### src/rtl/seq_divider_8bit.sv
// Unsigned restoring divider: one quotient bit per clock, WIDTH+1 cycles accept-to-idle (done after WIDTH).
// start is only sampled in IDLE; requests while busy are dropped, never queued.
module seq_divider_8bit #(
    parameter int WIDTH = 8
) (
    input  logic             clk,
    input  logic             rst_n,
    input  logic             start,
    input  logic [WIDTH-1:0] dividend,
    input  logic [WIDTH-1:0] divisor,
    output logic             busy,
    output logic             done,
    output logic [WIDTH-1:0] quotient,
    output logic [WIDTH-1:0] remainder,
    output logic             div_by_zero
);

    localparam int CW = $clog2(WIDTH + 1);
    localparam logic [CW-1:0] LAST = CW'(WIDTH - 1);

    typedef enum logic [1:0] {
        IDLE = 2'd0,
        RUN  = 2'd1,
        DONE = 2'd2
    } state_t;

    state_t           state;
    state_t           state_nxt;
    logic [CW-1:0]    cnt;
    logic [WIDTH-1:0] dvsr;
    logic [WIDTH-1:0] prem;
    logic [WIDTH-1:0] sreg;

    logic [WIDTH:0]   shifted;
    logic [WIDTH:0]   diff;
    logic             neg;
    logic [WIDTH-1:0] prem_nxt;
    logic [WIDTH-1:0] sreg_nxt;
    logic             last_iter;

    // The kept partial remainder is always below the divisor, so its top bit
    // is zero and only WIDTH bits are stored; the trial subtract is WIDTH+1 wide.
    always_comb begin
        shifted   = {prem, sreg[WIDTH-1]};
        diff      = shifted - {1'b0, dvsr};
        neg       = diff[WIDTH];
        prem_nxt  = neg ? shifted[WIDTH-1:0] : diff[WIDTH-1:0];
        sreg_nxt  = {sreg[WIDTH-2:0], ~neg};
        last_iter = (cnt == LAST);
    end

    always_ff @(posedge clk) begin
        if (!rst_n) begin
            state <= IDLE;
        end else begin
            state <= state_nxt;
        end
    end

    always_comb begin
        state_nxt = state;
        unique case (state)
            IDLE: begin
                if (start) begin
                    state_nxt = (divisor == '0) ? DONE : RUN;
                end
            end
            RUN: begin
                if (last_iter) begin
                    state_nxt = DONE;
                end
            end
            DONE:    state_nxt = IDLE;
            default: state_nxt = IDLE;
        endcase
    end

    always_comb begin
        busy = (state != IDLE);
        done = (state == DONE);
    end

    // sreg doubles as the dividend shifter and the quotient accumulator.
    always_ff @(posedge clk) begin
        if (!rst_n) begin
            cnt         <= '0;
            dvsr        <= '0;
            prem        <= '0;
            sreg        <= '0;
            quotient    <= '0;
            remainder   <= '0;
            div_by_zero <= 1'b0;
        end else begin
            unique case (state)
                IDLE: begin
                    if (start) begin
                        cnt  <= '0;
                        dvsr <= divisor;
                        prem <= '0;
                        sreg <= dividend;
                        if (divisor == '0) begin
                            quotient    <= '1;
                            remainder   <= dividend;
                            div_by_zero <= 1'b1;
                        end
                    end
                end
                RUN: begin
                    cnt  <= cnt + 1'b1;
                    prem <= prem_nxt;
                    sreg <= sreg_nxt;
                    if (last_iter) begin
                        quotient    <= sreg_nxt;
                        remainder   <= prem_nxt;
                        div_by_zero <= 1'b0;
                    end
                end
                default: ;
            endcase
        end
    end

endmodule
### config.mk
export PLATFORM = sky130hd
export DESIGN_NAME = seq_divider_8bit
export DESIGN_NICKNAME = d
export VERILOG_FILES = /design/src/rtl/seq_divider_8bit.sv
export SDC_FILE = /design/constraint.sdc
export NUM_CORES = 1
export LEC_CHECK = 0
export ABC_AREA = 1
export CORE_ASPECT_RATIO = 0.8
export CORE_MARGIN = 3
export CORE_UTILIZATION = 54
export DETAILED_ROUTE_END_ITERATION = 8
export MAX_ROUTING_LAYER = met4
export PLACE_DENSITY = 0.8
export SLEW_MARGIN = 40
export SYNTH_ARGS = -nofsm -noshare
export SYNTH_HDL_FRONTEND = slang
export SYNTH_SLANG_ARGS = --single-unit
### constraint.sdc
create_clock -name clk -period 2.3 [get_ports clk]
set_clock_uncertainty 0.05 [all_clocks]
set_input_delay 0.46 -clock clk [delete_from_list [all_inputs] [get_ports clk]]
set_output_delay 0.46 -clock clk [all_outputs]
set_load 0.02 [all_outputs]
==> results.json <==
{
  "tns_ns": 0,
  "swShare_pct": 36.8,
  "synth_ff_type": "dfxtp_1",
  "critPathTopFamily": "simple AND/OR/NAND/NOR gates",
  "fin_ws_ns": 0.292,
  "max-vdd-ir-drop_uv": 460,
  "r2r_start": "sreg[7]",
  "synth_area_leaders": "dfxtp_1, nand2_1, inv_1, nand3_1, nor2_1",
  "synth.avg_cell_area_um2": 6.63,
  "timing.fmax_ghz": 0.498,
  "insertion_delay_ns": 0.30,
  "combinationalPowerShare_pct": 37.1,
  "slew_headroom_pct": 69.6,
  "crit_start": "sreg[7]",
  "grt_busiest_layer": "met2",
  "gp_congestion": 0.902,
  "rows": 21,
  "critPathBufInv": 3,
  "antenna_found_initial": 0,
  "drt_wl_total_mm": 5.77,
  "synth_edf_count": 0,
  "grt_pass1_wl_mm": 9.34,
  "root_buffer": "clkbuf_8",
  "crit_end": "prem[5]",
  "path_depth": 14,
  "period_minus_slack_ns": 2.01,
  "use_met2_pct": 36.1,
  "reg2reg_to": "prem[5]",
  "clock_sinks": 47,
  "r2r_slack_ns": 0.29,
  "cp_max_fo": 10,
  "cts_tree": "built",
  "ioPinCount": 38,
  "ys_seq_area_share_pct": 38.0,
  "grt_max_degree": 32,
  "setup_viol": 0,
  "yosys.area.top_type": "dfxtp_1",
  "critPathKind": "reg -> reg",
  "p_int_uw": 1580,
  "arrival_ns": 2.16,
  "synth_cell_type_count": 26,
  "drt_iter0_drc": 149,
  "final_core_util_pct": 70.1,
  "syn_to_final_growth_pct": 22.2,
  "hold_start": "quotient[3]",
  "cts_buffer_depth": 2,
  "drc": 0,
  "path_cells": "inv_1 > ha_1 > inv_1 > fa_2 > nand2_1 > nand2_1 > nand3_1 > nand2_1 > nand2_1 > nand2_4 > nand3_1 > nand3_1 > nand2_1 > inv_1",
  "synthArstFlopShare_pct": 0,
  "cp-end-kind": "register",
  "p_per_area_nw_per_um2": 825,
  "ys_ff_latch": 47,
  "clkPwrFrac_pct": 23.5,
  "finalMaxSlewViolations": 0,
  "postCtsSetupBuffers": 0,
  "drive_above_1_share_pct": 6.08,
  "startpoint_type": "register",
  "use_met1_pct": 30.1,
  "hold_viol_final": 0,
  "start_util_pct": 57.4,
  "firstDrtPassIters": 4,
  "avgViaCountPerCell": 5.14,
  "rsz0062_at_grt": "no",
  "clk_pin_slew_ns": 0.08,
  "p_switching_uw": 917,
  "met3_usage_pct": 4.59,
  "grt.total_usage_pct": 23.2,
  "die_y_um": 66.5,
  "grt_pass1_vias": 2111,
  "yosys_warnings": 0,
  "syn-instance-count": 373,
  "dieArea_um2": 5430,
  "numCtsBuffers": 5,
  "dp_worst_setup_slack_ns": 0.138,
  "status": "completed",
  "synth_top_cell_area_share_pct": 38.0,
  "gr-total-overflow": 0,
  "hold_class": "reg -> reg",
  "synth.cell_area_um2": 2470,
  "crit_top_cell": "nand2_1",
  "p_leak_uw": 0.00144,
  "critPathMaxStageDelay_ns": 0.35,
  "hold_ws_ns": 0.416,
  "sequentialPowerShare_pct": 39.5,
  "cts-hold-fix-buffers": 0,
  "vias": 2405,
  "r2r_cells": 14,
  "die_width_um": 81.7,
  "max_cap_violations": 0,
  "drtAntennaViolNets": 0,
  "hpwl_mm": 4.30,
  "required_ns": 2.45,
  "final_net_count": 440,
  "core_area_um2": 4310,
  "port-buffer-count": 37,
  "ctsHtreeMaxLevel": 2,
  "n_antenna_cell": 0,
  "tightest_slew_ns": 0.455,
  "period_share_pct": 87.3,
  "drt-wirelength-per-cell_um": 12.3,
  "dp_cells": 461,
  "final_cells": 468,
  "cpMaxStageDelayCell": "fa_2",
  "syn_nets": 402
}
worst min-delay path by stage:
stage,to,cells past startpoint
floorplan,dvsr[2],2
global placement,quotient[1],2
detailed placement,quotient[1],2
CTS,quotient[3],2
global route,cnt[3],2
finish,quotient[3],2
final cells by class:
class,count,area [µm²]
repair buffers,44,423
flip-flops and latches,47,941
clock inverters,1,30.0
well taps,57,71.3
multi-input cells,252,1250
clock buffers,6,72.6
inverters,61,229
fillers,377,1290
timing repair:
action	CTS	global route
endpoints found under the setup margin	0	17
hold endpoints to repair	0	0
resized for setup	0	4
kinds of logic after synthesis:
family / Yosys count / synth area share (%)
fa+ha+maj: 10 / 5.36
simple gates: 181 / 30.8
xor+xnor: 3 / 1.06
flops: 47 / 38.0
buf+inv: 74 / 11.7
compound gates: 58 / 13.0
tightest hold or removal path, stage by stage (launching register included):
cell and delay (ns):
dfxtp_1 0.31, nand2_1 0.06, a21oi_1 0.05
synthesized netlist by cell type, types with 4 or more instances:
cell,count
inv_1,58
nand3_1,41
ha_1,9
nor2_1,43
o21ai_1,4
o21ai_0,23
a31oi_1,7
a21oi_1,20
nand2_1,90
buf_2,4
clkbuf_1,8
dfxtp_1,47
per-layer routing:
layer	wire [µm]	part of all wire, %
met3	358	6.2
met4	85	1.5
met5	0	0
met2	2650	46
met1	2670	46
power groups by stage:
stage | clock (µW) | combinational [µW] | sequential (µW)
finish | 586 | 924 | 984
global route | 622 | 1040 | 995
CTS | 593 | 903 | 982
detailed placement | 0 | 894 | 1000
global placement | 0 | 880 | 997
floorplan | 0 | 609 | 1020
per-stage QoR:
step                      power [µW]  cell area (µm²)
after global routing            2660             3020
after floorplan                 1630             2470
after CTS                       2480             3010
after global placement          1880             2910
after detailed placement        1900             2910
final                           2490             3020
state kept, by name, indices dropped and copies added (netlist names):
register and count:
dvsr 8, prem 8, quotient 8, remainder 8, sreg 8, cnt 4, state 2, div_by_zero 1
cell usage in the layout, fill, tap and decap left out:
master           count
nand2_1             88
inv_1               58
dfxtp_1             47
nor2_1              43
nand3_1             41
clkdlybuf4s50_1     37
o21ai_0             23
a21oi_1             20
ha_1                 9
a31oi_1              7
buf_4                7
clkbuf_8             5
o21ai_1              4
nand2_2              3
inv_2                2
nor2_4               2
nand4_1              2
xor2_1               2
nand2_4              1
clkinv_1             1
a21oi_4              1
o21ai_2              1
xnor2_1              1
a221oi_1             1
nor3_2               1
a2111oi_0            1
fa_2                 1
clkbuf_1             1
bufinv_16            1
Power figures use the tool's default switching activity.
